### src/rtl/hazard_pkg.sv
// Shared definitions for the pipeline hazard controller: mul/div sequencer
// state encoding and default latency.
package hazard_pkg;

    typedef enum logic {
        MD_IDLE = 1'b0,
        MD_BUSY = 1'b1
    } md_state_e;

    localparam int MD_LATENCY_DEF = 32;
    localparam int MD_CNT_W       = 6;

endpackage

### src/rtl/hazard_ctrl_if.sv
// Decode/execute hazard inputs and pipeline-register controls exchanged
// between the pipeline (master) and the hazard controller (slave).
interface hazard_ctrl_if #(
    parameter int CNT_W = 32
) ();

    logic [4:0]       id_rs_addr;
    logic [4:0]       id_rt_addr;
    logic             id_uses_rs;
    logic             id_uses_rt;
    logic             id_jump;
    logic             id_md_start;
    logic             id_hilo_access;
    logic             ex_MemRead;
    logic [4:0]       ex_write_addr;
    logic             ex_branch_taken;

    logic             pc_wr_en;
    logic             if_id_wr_en;
    logic             if_id_flush;
    logic             id_ex_wr_en;
    logic             id_ex_flush;
    logic             md_go;
    logic             md_busy;
    logic [CNT_W-1:0] stall_cycles;
    logic [CNT_W-1:0] flush_events;

    modport master (
        output id_rs_addr, id_rt_addr, id_uses_rs, id_uses_rt, id_jump,
               id_md_start, id_hilo_access, ex_MemRead, ex_write_addr,
               ex_branch_taken,
        input  pc_wr_en, if_id_wr_en, if_id_flush, id_ex_wr_en, id_ex_flush,
               md_go, md_busy, stall_cycles, flush_events
    );

    modport slave (
        input  id_rs_addr, id_rt_addr, id_uses_rs, id_uses_rt, id_jump,
               id_md_start, id_hilo_access, ex_MemRead, ex_write_addr,
               ex_branch_taken,
        output pc_wr_en, if_id_wr_en, if_id_flush, id_ex_wr_en, id_ex_flush,
               md_go, md_busy, stall_cycles, flush_events
    );

endinterface

### src/rtl/hazard_ctrl_md_sequencer.sv
// Mul/div busy-interval sequencer: issues a one-cycle start pulse and holds
// busy until HI/LO becomes valid.
module md_sequencer
    import hazard_pkg::*;
#(
    parameter int MD_LATENCY = MD_LATENCY_DEF
) (
    input  logic clk,
    input  logic reset,
    input  logic start_i,
    output logic md_go_o,
    output logic md_busy_o
);

    localparam logic [MD_CNT_W-1:0] CNT_LOAD = MD_CNT_W'(MD_LATENCY - 1);

    md_state_e             state_q, state_d;
    logic [MD_CNT_W-1:0]   md_cnt_q, md_cnt_d;

    // State and countdown register with synchronous active-low reset.
    always_ff @(posedge clk) begin
        if (!reset) begin
            state_q  <= MD_IDLE;
            md_cnt_q <= 6'd0;
        end else begin
            state_q  <= state_d;
            md_cnt_q <= md_cnt_d;
        end
    end

    // Next-state and start pulse; busy covers the MD_LATENCY-1 cycles after md_go.
    always_comb begin
        state_d  = state_q;
        md_cnt_d = md_cnt_q;
        md_go_o  = 1'b0;
        case (state_q)
            MD_IDLE: begin
                if (reset && start_i) begin
                    md_go_o  = 1'b1;
                    state_d  = MD_BUSY;
                    md_cnt_d = CNT_LOAD;
                end else begin
                    md_cnt_d = 6'd0;
                end
            end
            MD_BUSY: begin
                if (md_cnt_q <= 6'd1) begin
                    state_d  = MD_IDLE;
                    md_cnt_d = 6'd0;
                end else begin
                    md_cnt_d = md_cnt_q - 6'd1;
                end
            end
            default: begin
                state_d  = MD_IDLE;
                md_cnt_d = 6'd0;
            end
        endcase
    end

    assign md_busy_o = reset & (state_q == MD_BUSY);

endmodule

### src/rtl/hazard_ctrl.sv
// Pipeline hazard controller: load-use, HI/LO and redirect resolution driving
// PC / IF/ID / ID/EX enables and flushes, plus stall/flush perf counters.
module hazard_ctrl
    import hazard_pkg::*;
#(
    parameter int MD_LATENCY = MD_LATENCY_DEF,
    parameter int CNT_W      = 32
) (
    input  logic         clk,
    input  logic         reset,
    hazard_ctrl_if.slave hz
);

    logic             lu_s, hl_s, stall_s, md_start_ok_s, md_go_s, md_busy_s;
    logic             flush_evt_s;
    logic [CNT_W-1:0] stall_cnt_q, stall_cnt_d, flush_cnt_q, flush_cnt_d;

    assign lu_s = hz.ex_MemRead && (hz.ex_write_addr != 5'd0) &&
                  ((hz.id_uses_rs && (hz.id_rs_addr == hz.ex_write_addr)) ||
                   (hz.id_uses_rt && (hz.id_rt_addr == hz.ex_write_addr)));
    assign hl_s          = md_busy_s && (hz.id_hilo_access || hz.id_md_start);
    assign stall_s       = (lu_s || hl_s) && !hz.ex_branch_taken;
    // A wrong-path or stalled MULT/DIV must not launch the unit.
    assign md_start_ok_s = hz.id_md_start && !stall_s && !hz.ex_branch_taken;
    assign flush_evt_s   = hz.ex_branch_taken || (hz.id_jump && !stall_s);

    md_sequencer #(
        .MD_LATENCY (MD_LATENCY)
    ) u_md_seq (
        .clk       (clk),
        .reset     (reset),
        .start_i   (md_start_ok_s),
        .md_go_o   (md_go_s),
        .md_busy_o (md_busy_s)
    );

    // Priority mux for pipeline-register controls.
    always_comb begin
        hz.pc_wr_en    = 1'b1;
        hz.if_id_wr_en = 1'b1;
        hz.if_id_flush = 1'b0;
        hz.id_ex_wr_en = 1'b1;
        hz.id_ex_flush = 1'b0;
        if (!reset) begin
            hz.pc_wr_en    = 1'b0;
            hz.if_id_flush = 1'b1;
            hz.id_ex_flush = 1'b1;
        end else if (hz.ex_branch_taken) begin
            hz.if_id_flush = 1'b1;
            hz.id_ex_flush = 1'b1;
        end else if (stall_s) begin
            hz.pc_wr_en    = 1'b0;
            hz.if_id_wr_en = 1'b0;
            hz.id_ex_flush = 1'b1;
        end else if (hz.id_jump) begin
            hz.if_id_flush = 1'b1;
        end else begin
            hz.if_id_flush = 1'b0;
        end
    end

    // Saturating next values for the perf counters.
    always_comb begin
        stall_cnt_d = stall_cnt_q;
        flush_cnt_d = flush_cnt_q;
        if (stall_s && (stall_cnt_q != {CNT_W{1'b1}})) begin
            stall_cnt_d = stall_cnt_q + CNT_W'(1);
        end else begin
            stall_cnt_d = stall_cnt_q;
        end
        if (flush_evt_s && (flush_cnt_q != {CNT_W{1'b1}})) begin
            flush_cnt_d = flush_cnt_q + CNT_W'(1);
        end else begin
            flush_cnt_d = flush_cnt_q;
        end
    end

    // Perf counter registers.
    always_ff @(posedge clk) begin
        if (!reset) begin
            stall_cnt_q <= {CNT_W{1'b0}};
            flush_cnt_q <= {CNT_W{1'b0}};
        end else begin
            stall_cnt_q <= stall_cnt_d;
            flush_cnt_q <= flush_cnt_d;
        end
    end

    assign hz.md_go        = md_go_s;
    assign hz.md_busy      = md_busy_s;
    assign hz.stall_cycles = stall_cnt_q;
    assign hz.flush_events = flush_cnt_q;

endmodule

### src/flat_wrapper.sv
// flat-port wrapper written by rule: the top's interface ports become plain ports
module hazard_ctrl_flat import hazard_pkg::*;
#(
    parameter int MD_LATENCY = MD_LATENCY_DEF,
    parameter int CNT_W      = 32
)
  (clk, reset, hz_id_rs_addr, hz_id_rt_addr, hz_id_uses_rs, hz_id_uses_rt, hz_id_jump, hz_id_md_start, hz_id_hilo_access, hz_ex_MemRead, hz_ex_write_addr, hz_ex_branch_taken, hz_pc_wr_en, hz_if_id_wr_en, hz_if_id_flush, hz_id_ex_wr_en, hz_id_ex_flush, hz_md_go, hz_md_busy, hz_stall_cycles, hz_flush_events);
  hazard_ctrl_if #(.CNT_W(CNT_W)) hz_i ();
  input  logic clk;
  input  logic reset;
  input wire logic [$bits(hz_i.id_rs_addr)-1:0] hz_id_rs_addr;
  input wire logic [$bits(hz_i.id_rt_addr)-1:0] hz_id_rt_addr;
  input wire logic [$bits(hz_i.id_uses_rs)-1:0] hz_id_uses_rs;
  input wire logic [$bits(hz_i.id_uses_rt)-1:0] hz_id_uses_rt;
  input wire logic [$bits(hz_i.id_jump)-1:0] hz_id_jump;
  input wire logic [$bits(hz_i.id_md_start)-1:0] hz_id_md_start;
  input wire logic [$bits(hz_i.id_hilo_access)-1:0] hz_id_hilo_access;
  input wire logic [$bits(hz_i.ex_MemRead)-1:0] hz_ex_MemRead;
  input wire logic [$bits(hz_i.ex_write_addr)-1:0] hz_ex_write_addr;
  input wire logic [$bits(hz_i.ex_branch_taken)-1:0] hz_ex_branch_taken;
  output wire logic [$bits(hz_i.pc_wr_en)-1:0] hz_pc_wr_en;
  output wire logic [$bits(hz_i.if_id_wr_en)-1:0] hz_if_id_wr_en;
  output wire logic [$bits(hz_i.if_id_flush)-1:0] hz_if_id_flush;
  output wire logic [$bits(hz_i.id_ex_wr_en)-1:0] hz_id_ex_wr_en;
  output wire logic [$bits(hz_i.id_ex_flush)-1:0] hz_id_ex_flush;
  output wire logic [$bits(hz_i.md_go)-1:0] hz_md_go;
  output wire logic [$bits(hz_i.md_busy)-1:0] hz_md_busy;
  output wire logic [$bits(hz_i.stall_cycles)-1:0] hz_stall_cycles;
  output wire logic [$bits(hz_i.flush_events)-1:0] hz_flush_events;
  assign hz_i.id_rs_addr = hz_id_rs_addr;
  assign hz_i.id_rt_addr = hz_id_rt_addr;
  assign hz_i.id_uses_rs = hz_id_uses_rs;
  assign hz_i.id_uses_rt = hz_id_uses_rt;
  assign hz_i.id_jump = hz_id_jump;
  assign hz_i.id_md_start = hz_id_md_start;
  assign hz_i.id_hilo_access = hz_id_hilo_access;
  assign hz_i.ex_MemRead = hz_ex_MemRead;
  assign hz_i.ex_write_addr = hz_ex_write_addr;
  assign hz_i.ex_branch_taken = hz_ex_branch_taken;
  assign hz_pc_wr_en = hz_i.pc_wr_en;
  assign hz_if_id_wr_en = hz_i.if_id_wr_en;
  assign hz_if_id_flush = hz_i.if_id_flush;
  assign hz_id_ex_wr_en = hz_i.id_ex_wr_en;
  assign hz_id_ex_flush = hz_i.id_ex_flush;
  assign hz_md_go = hz_i.md_go;
  assign hz_md_busy = hz_i.md_busy;
  assign hz_stall_cycles = hz_i.stall_cycles;
  assign hz_flush_events = hz_i.flush_events;
  hazard_ctrl #(.MD_LATENCY(MD_LATENCY), .CNT_W(CNT_W)) u_core (.clk(clk), .reset(reset), .hz(hz_i));
endmodule
### config.mk
export PLATFORM = sky130hd
export DESIGN_NAME = hazard_ctrl_flat
export DESIGN_NICKNAME = d
export VERILOG_FILES = /design/src/rtl/hazard_pkg.sv /design/src/rtl/hazard_ctrl_if.sv /design/src/rtl/hazard_ctrl_md_sequencer.sv /design/src/rtl/hazard_ctrl.sv /design/src/flat_wrapper.sv
export SDC_FILE = /design/constraint.sdc
export NUM_CORES = 1
export LEC_CHECK = 0
export ABC_AREA = 1
export CORE_ASPECT_RATIO = 0.6
export CORE_MARGIN = 5
export CORE_UTILIZATION = 30
export CTS_CLUSTER_DIAMETER = 150
export DETAILED_ROUTE_END_ITERATION = 7
export MAX_ROUTING_LAYER = met4
export PLACE_DENSITY = 0.56
export SYNTH_ARGS = -nofsm -noshare
export SYNTH_HDL_FRONTEND = slang
export SYNTH_SLANG_ARGS = --single-unit
### constraint.sdc
create_clock -name clk -period 2.01 [get_ports clk]
set_clock_uncertainty 0.1 [all_clocks]
set_input_delay 0.402 -clock clk [delete_from_list [all_inputs] [get_ports clk]]
set_output_delay 0.402 -clock clk [all_outputs]
set_load 0.005 [all_outputs]
; ---- Word-level counts from Yosys, hierarchy flattened
; Index checks and enable logic that the tools add are counted.
[op_classes]
magnitude_cmp = 1
shift = 0
div = 0
n_addsub = 3
bitwise_logic = 2
n_eq_ne = 4
n_mul = 0
muxes = 18
reduce_logical = 19
[ops]
columns = operator, count
row1 = $add A32 B1 Y32 const B, 2
row2 = $ne A32 B32 Y1 const B, 2
row3 = $mux W1, 14
row4 = $logic_and A1 B1 Y1, 12
row5 = $pmux W6 S2, 1
row6 = $eq A5 B5 Y1, 2
row7 = $le A6 B1 Y1 const B, 1
row8 = $mux W6, 1
row9 = $sub A6 B1 Y6 const B, 1
row10 = $mux W5, 1
row11 = $reduce_bool A5 Y1, 1
row12 = $logic_or A1 B1 Y1, 4
row13 = $logic_not A1 Y1, 2
row14 = $pmux W1 S2, 1
row15 = $and A1 B1 Y1, 1
row16 = $not A1 Y1, 1
[word_totals]
romBits = 0
in_bits = 24
elab_cells = 51
n_memories = 0
latch_bits = 0
out_inout_bits = 71
register_bits = 71
ram_bits = 0

; ---- Longest topological paths before layout
; Gate-level depths: netlist of the first run.
[logic_depth]
word_depth = 12
ltp_mapped = 13
mapped_depth_nobuf = 13

; ---- Cells and area by module
; From an unflattened synthesis of the first run, not the netlist that was laid out.
[unflattened]
cells_unflattened = 744
area_unflattened_um2 = 4715.8
[modules_own_cells]
columns = module, area_per_inst_um2, seq_area_each_um2, cells_each, instances
row1 = hazard_ctrl, 4340.4, 1281.2, 696, 1
row2 = md_sequencer, 375.4, 140.1, 48, 1

; ---- Worst setup path before layout of the first run
; OpenSTA, ideal clock, no wires.
[synth_path]
kind = flip-flop to flip-flop
from = register u_core.flush_cnt_q[0] (netlist: u_core.hz.flush_events[0])
to = register u_core.flush_cnt_q[0] (netlist: u_core.hz.flush_events[0])
n_path_buf = 2
setup_slack_ps = 110
arrival_time_ps = 1685
path_stages_with_launch = 11
setup_ps = 115
period_less_slack_ps = 1900
required_ps = 1795
cell_sequence = dfxtp_1 > ha_1 > nand3_2 > nor2_4 > nand2_1 > nor2_2 > nand4_1 > buf_2 > buf_4 > a21oi_1 > nor2_1
[synth_via]
elab_chain_cells = 2
elab_cells_between_ends = 3
classes_between = add/sub (1) / eq/ne (1) / reduce/logical (1)
[synth_lines]
columns = element, line
row1 = start: declaration, hazard_ctrl.sv:16  ; logic [CNT_W-1:0] stall_cnt_q, stall_cnt_d, flush_cnt_q, flush_cnt_d;
row2 = start signal: assignment, hazard_ctrl.sv:82  ; flush_cnt_q <= {CNT_W{1'b0}};
row3 = start signal: assignment, hazard_ctrl.sv:85  ; flush_cnt_q <= flush_cnt_d;
row4 = "parallel branches: the longest is 2 deep, another holds $add A32 B1 Y32", n/a
; Parallel ways; which one is timed is not known.
; A chain may end at the register's enable or synchronous reset.

; ---- Worst setup path after layout of the first run
[layout_path]
from = input hz_id_uses_rt
to = output hz_if_id_wr_en
[layout_via]
elab_chain_cells = 8
[layout_lines]
columns = element, line
row1 = start: declaration, flat_wrapper.sv:14  ; input wire logic [$bits(hz_i.id_uses_rt)-1:0] hz_id_uses_rt;
row2 = $logic_and A1 B1 Y1, hazard_ctrl.sv:20  ; (hz.id_uses_rt && (hz.id_rt_addr == hz.ex_write_addr)));
row3 = $logic_or A1 B1 Y1, hazard_ctrl.sv:19  ; ((hz.id_uses_rs && (hz.id_rs_addr == hz.ex_write_addr)) ||
row4 = $logic_and A1 B1 Y1, hazard_ctrl.sv:18  ; assign lu_s = hz.ex_MemRead && (hz.ex_write_addr != 5'd0) &&
row5 = $logic_or A1 B1 Y1, hazard_ctrl.sv:22  ; assign stall_s = (lu_s || hl_s) && !hz.ex_branch_taken;
row6 = $logic_and A1 B1 Y1, hazard_ctrl.sv:22
row7 = $mux W1, hazard_ctrl.sv:51  ; end else if (stall_s) begin
row8 = $mux W1, hazard_ctrl.sv:48  ; end else if (hz.ex_branch_taken) begin
row9 = $mux W1, hazard_ctrl.sv:44  ; if (!reset) begin
row10 = end: declaration, flat_wrapper.sv:22  ; output wire logic [$bits(hz_i.if_id_wr_en)-1:0] hz_if_id_wr_en;
; No other way between the ends.

==> results of run 1 <==
worst paths after layout:
kind	end	slack, ps	depth (start not counted)
setup / recovery	hz_if_id_wr_en	90	10
hold / removal	u_core.u_md_seq.md_cnt_q[5]$_SDFF_PP0_	370	2
setup reg to reg	u_core.hz.flush_events[22]$_SDFFE_PN0P_	120	11
hold reg to reg	u_core.u_md_seq.md_cnt_q[5]$_SDFF_PP0_	370	2
cell type report:
cell class | count | area share (%)
multi-input combinational | 552 | 42.2
antenna | 1 | 0.0373
clock inverter | 6 | 1.72
timing repair buffer | 179 | 23.8
tap | 198 | 3.69
inverter | 64 | 3.66
sequential | 71 | 21.3
clock buffer | 10 | 3.56
kinds of logic (layout without fill, tap and decap cells):
group	Yosys count	in the layout	synth area share, %
compound gates	72	72	8.27
flops	71	71	31.4
simple gates	423	423	40.4
buf+inv	91	259	8.63
other cells	1	2	0.0829
xor+xnor	52	52	10.1
fa+ha+maj	4	4	1.11
report_power, final:
group	switching [mW]	total, mW	internal, mW
clock network	0.645	1.90	1.25
logic	0.169	0.313	0.144
registers	0.0137	1.44	1.42
flip-flops by register name, summed over array words and instances, names as in the netlist:
register,cells
u_core.hz.flush_events,32
u_core.hz.stall_cycles,32
u_core.u_md_seq.md_cnt_q,6
u_core.u_md_seq.state_q,1
placed cells by master, fill, tap and decap left out, types with 7 or more instances in the layout:
master and n:
buf_6 11, a21oi_1 62, nand3_1 85, clkbuf_16 10, clkdlybuf4s50_1 67, nand2_2 9
dfxtp_2 7, buf_4 76, inv_1 54, xor2_1 35, buf_2 12, inv_2 7
nand4_1 13, nor3_1 17, dfxtp_1 64, nor2_1 72, xnor2_1 17, nand2_1 198
nor2_2 10
worst max-delay path, stage by stage:
cell and delay (ps):
dlygate4sd2_1 200, nand2_1 50, nor2_1 90, nand3_1 70, nand2_1 80, nand2_2 80
a21oi_4 160, buf_6 120, nand2_1 40, buf_2 120
metal layers:
layer  vias up  wire (um)  track usage (%)
met4         0         51             2.26
li1       2623          -                -
met2       206       5410             19.8
met3         4       1580             5.28
met5         -          0                -
met1      2258       8810             30.2
per-stage QoR:
step | hold WS (ps) | power, mW | instance area (um2) | setup TNS [ps]
CTS | 376 | 3.67 | 6490 | 0
global placement | 363 | 1.77 | 6170 | -33280
floorplan | 348 | 1.62 | 4520 | 0
global route | 410 | 3.81 | 6710 | -102
detailed placement | 368 | 1.77 | 6170 | -35540
finish | 375 | 3.65 | 6710 | 0
repair_timing:
| action | CTS | global route |
|---|---|---|
| pin swaps | 26 | 30 |
| buffers inserted | 6 | 4 |
| gates resized for setup | 89 | 52 |
| gates cloned | 0 | 1 |
| setup endpoints to repair | 70 | 63 |
==> run_results.csv, run 1 <==
group,metric,value,unit
clock_network,cts_hold_buf,0,
outcome,status,"finished, final reports clean",
synthesis,yosysWarnings,0,
timing,timing.final.crit_share,95.7,%
critical_path,critPathLaunch,"hz_id_uses_rt",
synthesis,yosysTopAreaCell,"dfxtp_1",
floorplan,die_w,168,um
timing,fin_ws,86.5,ps
synthesis,yosysMostFrequentCell,"nand2_1",
grt,grt_pass1_vias,4491,
timing,rsz0062_at_grt,"yes",
drt,vias_per_cell,4.71,
drt,firstDrtPassIters,5,
timing,relSlewSlack,55.9,%
floorplan,core,14600,um2
min_path,hold_class,"flip-flop to flip-flop",
power_and_ir_drop,max-vdd-ir-drop,0.000344,V
place,gp_congestion,0.946,
timing,tightest_slew,661,ps
synthesis,async_flop_share,0,%
synthesis,synth_enable_flop_cells,0,
timing,maxSlewViolCount,0,
synthesis,synth_cell_type_count,31,
floorplan,start_util,30.9,%
synthesis,synth_fp_nets,742,
min_path,hold_start,"u_core.u_md_seq.md_cnt_q[5]$_SDFF_PP0_",
clock_network,ctsLongestPathBuffers,2,
synthesis,synth_ff_type,"dfxtp_1",
synthesis,synthesis.area,4520,um2
critical_path,crit_required,1510,ps
layout,layout-drive-gt1-share,20.1,%
critical_path,cp.arrival,1420,ps
drt,wirelength,15800,um
critical_path,r2r-start,"u_core.hz.flush_events[1]$_SDFFE_PN0P_",
clock_network,h-tree-depth,3,
grt,track_usage,17.9,%
timing,timing_hold_violations_final,0,
grt,antenna_found_initial,1,
power_and_ir_drop,power_density,544,nW/um2
layout,multi_input_area,2830,um2
clock_network,clock_latency,330,ps
drt,dr_total_vias,5091,
floorplan,die_h,105,um
layout,syn2layout_area_growth,48.3,%
job,maxCapViolCount,0,
synthesis,yosysSeqAreaShare,31.4,%
drt,routedWlPerCell,14.7,um
synthesis,ys_top_cells_by_count,"nand2_1 (204), nand3_1 (86), nor2_1 (81)",
place,dp_slack,-760,ps
timing,finalSetupViolations,0,
clock_network,numCtsBuffers,9,
grt,grt_start_max_net_pins,57,
place,hpwlAfterDp,11700,um
clock_network,clk_pin_slew,60,ps
place,numPortBuffers,93,
synthesis,synth.area.top_cells,"dfxtp_1 (31%), nand2_1 (17%), nand3_1 (9.5%)",
synthesis,syn_avg_cell_area,6.33,um2
layout,layout.cells.non_filler,1081,
critical_path,start_kind,"input pin",
synthesis,synth_top_cell_area_share,31.4,%
place,placedCellCount,1054,
clock_network,cts_sinks,71,
drt,drt_iter0_markers,489,
clock_network,cts_tree,"built",
critical_path,path_max_fanout,3,
grt,gr-total-overflow,0,
drt,route.detailed.drc,0,
layout,final_util,45.8,%
power_and_ir_drop,cellLeakagePower,2.68,nW
critical_path,critical_path_class,"input pin to output pin",
timing,final.min_clock_period,1920,ps
layout,fillerInstances,1521,
layout,seq_area,1430,um2
layout,nets,905,
synthesis,ys_ff_latch,71,
synthesis,synth_cells,714,
critical_path,critPathCaptureType,"output pin",
drt,antenna_left,0,
floorplan,die-area,17700,um2
timing,fmaxAchievable,520,MHz
floorplan,ioPinCount,95,
grt,grt_pass1_wl,24900,um
floorplan,placementRows,34,
clock_network,cts_root_buf,"clkbuf_16",
Power figures use the tool's default switching activity.
==> run 2, diff against run 1 <==
- CORE_ASPECT_RATIO: 0.6 -> default
==> run_results.csv, run 2 (same netlist as run 1, synthesis figures left out) <==
group,metric,value,unit
layout,fillerInstances,1560,
critical_path,crit_required,1510,ps
power_and_ir_drop,power_density,528,nW/um2
timing,fin_worst_hold_slack,380,ps
place,hpwlAfterDp,10300,um
layout,final_cell_mix,"nand2_1 (193), nand3_1 (85), nor2_1 (78)",
grt,grt_pass1_vias,4760,
floorplan,die_w,133,um
drt,firstDrtPassIters,5,
clock_network,ctsLongestPathBuffers,2,
timing,relSlewSlack,55.3,%
drt,antenna_left,0,
min_path,min_path_cells,2,
grt,grt_pass1_wl,23000,um
critical_path,crit_chain,"buf_2 -> inv_1 -> nand2_1 -> nand2_1 -> nor2_1 -> nand3_1 -> nand2_1 -> nand2_2 -> buf_6 -> nand4_1 -> nor2_1 -> buf_2",
critical_path,slowest_delay,130,ps
critical_path,ff2ff_path_depth,13,
clock_network,cts_hold_buf,0,
clock_network,clk_pin_slew,60,ps
place,dpl-instance-area,6040,um2
layout,final_common_cell,"nand2_1",
drt,drt_iter0_markers,280,
drt,dr_total_vias,4977,
grt,grt_start_max_net_pins,57,
clock_network,cts_sinks,71,
timing,fmaxAchievable,519,MHz
layout,nets,888,
timing,tightest_slew,670,ps
layout,multi_input_area,2800,um2
clock_network,h-tree-depth,3,
layout,antenna_cells,0,
floorplan,placementRows,44,
clock_network,numCtsBuffers,9,
timing,timing_hold_violations_final,0,
timing,finalSetupViolations,0,
layout,syn2layout_area_growth,43.6,%
critical_path,cp_slowest_cell,"nor2_1",
grt,gr-total-overflow,0,
place,numPortBuffers,93,
layout,seq_area,1430,um2
critical_path,critPathCaptureType,"output pin",
power_and_ir_drop,finalPower,3.43,mW
critical_path,crit_top_cell,"nand2_1",
place,dp_slack,-718,ps
min_path,hold_class,"flip-flop to flip-flop",
floorplan,ioPinCount,95,
job,maxCapViolCount,0,
floorplan,die_h,133,um
critical_path,path_max_fanout,3,
critical_path,cp.arrival,1420,ps
outcome,status,"finished, final reports clean",
drt,routedWlPerCell,13.3,um
floorplan,core,14600,um2
clock_network,clock_latency,340,ps
clock_network,cts_root_buf,"clkbuf_16",
drt,wirelength,14000,um
critical_path,worst-path-stages,12,
critical_path,path_buf_inv,4,
timing,final.min_clock_period,1930,ps
floorplan,start_util,30.9,%
grt,track_usage,16.3,%
drt,route.detailed.drc,0,
layout,layout-drive-gt1-share,18.0,%
power_and_ir_drop,cellLeakagePower,2.56,nW
clock_network,cts_tree,"built",
place,gp_congestion,0.918,
timing,rsz0062_at_grt,"yes",
power_and_ir_drop,max-vdd-ir-drop,0.000383,V
layout,final_cell_area,6490,um2
critical_path,start_kind,"input pin",
timing,maxSlewViolCount,0,
timing,fin_ws,84.5,ps
floorplan,die-area,17600,um2
grt,antenna_found_initial,0,
timing,timing.final.crit_share,95.8,%
drt,vias_per_cell,4.74,
critical_path,critPathTopFamily,"simple AND/OR/NAND/NOR gates",
critical_path,critical_path_class,"input pin to output pin",
## run 2: report_power, final
part / internal (mW) / switching (mW)
clock network: 1.06 / 0.619
logic: 0.147 / 0.162
registers: 1.42 / 0.0137
## run 2: worst paths after layout
path / startpoint / slack (ps) / to
max: hz_id_rs_addr[2] / 80 / hz_md_go
min: u_core.u_md_seq.md_cnt_q[5]$_SDFF_PP0_ / 380 / u_core.u_md_seq.md_cnt_q[5]$_SDFF_PP0_
max reg2reg: u_core.hz.flush_events[1]$_SDFFE_PN0P_ / 110 / u_core.hz.flush_events[20]$_SDFFE_PN0P_
min reg2reg: u_core.u_md_seq.md_cnt_q[5]$_SDFF_PP0_ / 380 / u_core.u_md_seq.md_cnt_q[5]$_SDFF_PP0_
## run 2: layer usage
layer / global-route usage (%) / up-vias / part of all wire (%)
met5: - / - / 0
met4: 4.79 / 0 / 1.4
met3: 3.30 / 18 / 4.1
met2: 26.0 / 116 / 47
met1: 21.0 / 2245 / 48
li1: - / 2598 / -
## run 2: per-stage QoR
step / util (%) / TNS, ps / std cells
after CTS: 43.1 / 0 / 1046
after detailed placement: 41.2 / -36090 / 1026
after global routing: 44.3 / -282 / 1049
after floorplan: - / 0 / 714
final: 44.3 / 0 / 1049
after global placement: 41.2 / -33880 / 1026
## run 2: layout make-up
cell class | count | share of cell area, %
multi-input combinational | 552 | 43.2
clock buffer | 13 | 4.16
clock inverter | 3 | 0.617
inverter | 64 | 3.89
tap | 184 | 3.55
timing repair buffer | 162 | 22.6
sequential | 71 | 22.0
## run 2: what timing repair did
action / 4_1_cts / 5_1_grt
resized for setup: 91 / 55
setup buffers: 4 / 3
pin swaps: 21 / 29
endpoints found under the setup margin: 70 / 62
## run 2: worst min-delay path, cell delays in order (launching register included)
cell	delay, ps
dfxtp_1	320
nand2_1	60
a21oi_1	50
==> run 3, diff against run 2 <==
- CELL_PAD_IN_SITES_DETAIL_PLACEMENT: default -> 1
- CELL_PAD_IN_SITES_GLOBAL_PLACEMENT: default -> 2
- CORE_UTILIZATION: 30 -> 27
- CTS_CLUSTER_SIZE: default -> 16
- PLACE_DENSITY: 0.56 -> 0.84
==> run_results.csv, run 3 (same netlist as run 1, synthesis figures left out) <==
group,metric,value,unit
outcome,status,"complete, but fails checks",
outcome,failed_checks,"negative setup slack",
clock_network,clock_latency,340,ps
critical_path,crit_required,1510,ps
place,hpwlAfterDp,12500,um
min_path,hold_class,"flip-flop to flip-flop",
power_and_ir_drop,cellLeakagePower,2.57,nW
critical_path,path_max_fanout,4,
layout,fillerInstances,2102,
layout,multi_input_area,2930,um2
critical_path,critical_path_class,"input pin to output pin",
timing,timing_hold_violations_final,0,
layout,antenna_cells,0,
drt,route.detailed.drc,0,
critical_path,critPathCaptureType,"output pin",
power_and_ir_drop,finalPower,3.46,mW
clock_network,h-tree-depth,3,
floorplan,ioPinCount,95,
grt,grt_pass1_wl,27800,um
clock_network,cts_root_buf,"clkbuf_16",
grt,antenna_found_initial,0,
layout,final_util,40.9,%
power_and_ir_drop,power_density,511,nW/um2
place,numPortBuffers,93,
layout,nets,889,
layout,final_cell_mix,"nand2_1 (181), nand3_1 (82), nor2_1 (68)",
clock_network,clk_pin_slew,60,ps
layout,syn2layout_area_growth,49.6,%
floorplan,die-area,19400,um2
layout,seq_area,1440,um2
clock_network,ctsLongestPathBuffers,2,
timing,final.min_clock_period,2020,ps
critical_path,start_kind,"input pin",
critical_path,cp_slowest_cell,"nor2_1",
job,maxCapViolCount,0,
layout,layout-drive-gt1-share,22.7,%
drt,wirelength,17200,um
critical_path,path_buf_inv,4,
clock_network,cts_sinks,71,
timing,fin_ws,-5.73,ps
timing,timing.final.crit_share,100,%
critical_path,critPathTopFamily,"simple AND/OR/NAND/NOR gates",
timing,maxSlewViolCount,0,
timing,fmaxAchievable,496,MHz
timing,relSlewSlack,55.3,%
place,gp_congestion,0.936,
drt,drt_iter0_markers,256,
grt,grt_start_max_net_pins,57,
drt,dr_total_vias,5228,
grt,gr-total-overflow,0,
drt,vias_per_cell,4.81,
critical_path,crit_chain,"buf_8 -> inv_4 -> nand2_2 -> nand2_1 -> nor2_1 -> nand3_1 -> nand2_1 -> nand2_2 -> buf_6 -> nand4_1 -> nor2_1 -> buf_2",
drt,firstDrtPassIters,4,
clock_network,cts_hold_buf,0,
timing,finalSetupViolations,1,
timing,tightest_slew,671,ps
grt,track_usage,17.8,%
floorplan,placementRows,47,
drt,antenna_left,0,
floorplan,die_h,139,um
clock_network,cts_tree,"built",
place,dp_slack,-775,ps
layout,final_common_cell,"nand2_1",
floorplan,start_util,27.4,%
clock_network,numCtsBuffers,9,
floorplan,core,16500,um2
power_and_ir_drop,max-vdd-ir-drop,0.000393,V
grt,grt_pass1_vias,5589,
critical_path,slowest_delay,160,ps
timing,rsz0062_at_grt,"yes",
drt,routedWlPerCell,15.8,um
floorplan,die_w,139,um
critical_path,cp.arrival,1510,ps
-- run 3: cell count changes in the layout (fill, tap and decap cells not counted), moves of 3 or more --
cell,delta
buf_4,-3
buf_6,+3
dfxtp_1,-8
dfxtp_2,+6
nand2_1,-12
nand2_2,+12
nand3_1,-3
nor2_1,-10
nor2_2,+7
nor2_4,+3
nor3_1,-4
nor3_2,+4
-- run 3: metal layers --
metal	global-route usage (%)	vias to the layer above	part of all wire, %
li1	-	2589	-
met1	20.7	2530	44
met2	31.2	88	51
met3	3.98	21	3.0
met4	4.27	0	1.4
met5	-	-	0
-- run 3: stage by stage --
step | setup TNS, ps | cells | hold WS, ps | instance area (um2)
5_1_grt | -716 | 1086 | 422 | 6760
3_3_place_gp | -31040 | 1055 | 361 | 6040
4_1_cts | 0 | 1079 | 391 | 6420
3_5_place_dp | -41030 | 1055 | 383 | 6040
2_1_floorplan | 0 | 714 | 348 | 4520
6_report | -5.73 | 1086 | 392 | 6760
-- run 3: repair_timing --
item,CTS,global route
resized for setup,120,86
gates cloned,1,2
setup endpoints to repair,74,70
setup buffers,7,6
endpoints found under the hold margin,0,0
pin swaps,30,32
-- run 3: cell type report --
cell class	instances	share of cell area, %
timing repair buffer	163	23.0
clock buffer	14	3.90
multi-input combinational	552	43.3
sequential	71	21.3
clock inverter	2	0.574
inverter	64	3.85
tap	220	4.07
-- run 3: worst paths after layout --
check	from	to	slack (ps)	depth (start not counted)
worst max register to register	u_core.hz.flush_events[1]$_SDFFE_PN0P_	u_core.hz.flush_events[31]$_SDFFE_PN0P_	80	11
worst min register to register	u_core.hz.flush_events[7]$_SDFFE_PN0P_	u_core.hz.flush_events[7]$_SDFFE_PN0P_	390	2
worst max-delay path	hz_ex_write_addr[4]	hz_md_go	-6	12
worst min-delay path	u_core.hz.flush_events[7]$_SDFFE_PN0P_	u_core.hz.flush_events[7]$_SDFFE_PN0P_	390	2
-- run 3: worst min-delay path, delay by kind of cell (launching register included) --
kind	cells	cell delay (ps)
and+or+nand+nor	1	60
DFF	1	340
AOI/OAI and AO/OA	1	50
-- run 3: where the power goes --
| part | internal, mW | total, mW | switching, mW |
|---|---|---|---|
| combinational | 0.171 | 0.365 | 0.194 |
| clock | 1.03 | 1.65 | 0.620 |
| sequential | 1.42 | 1.44 | 0.0154 |
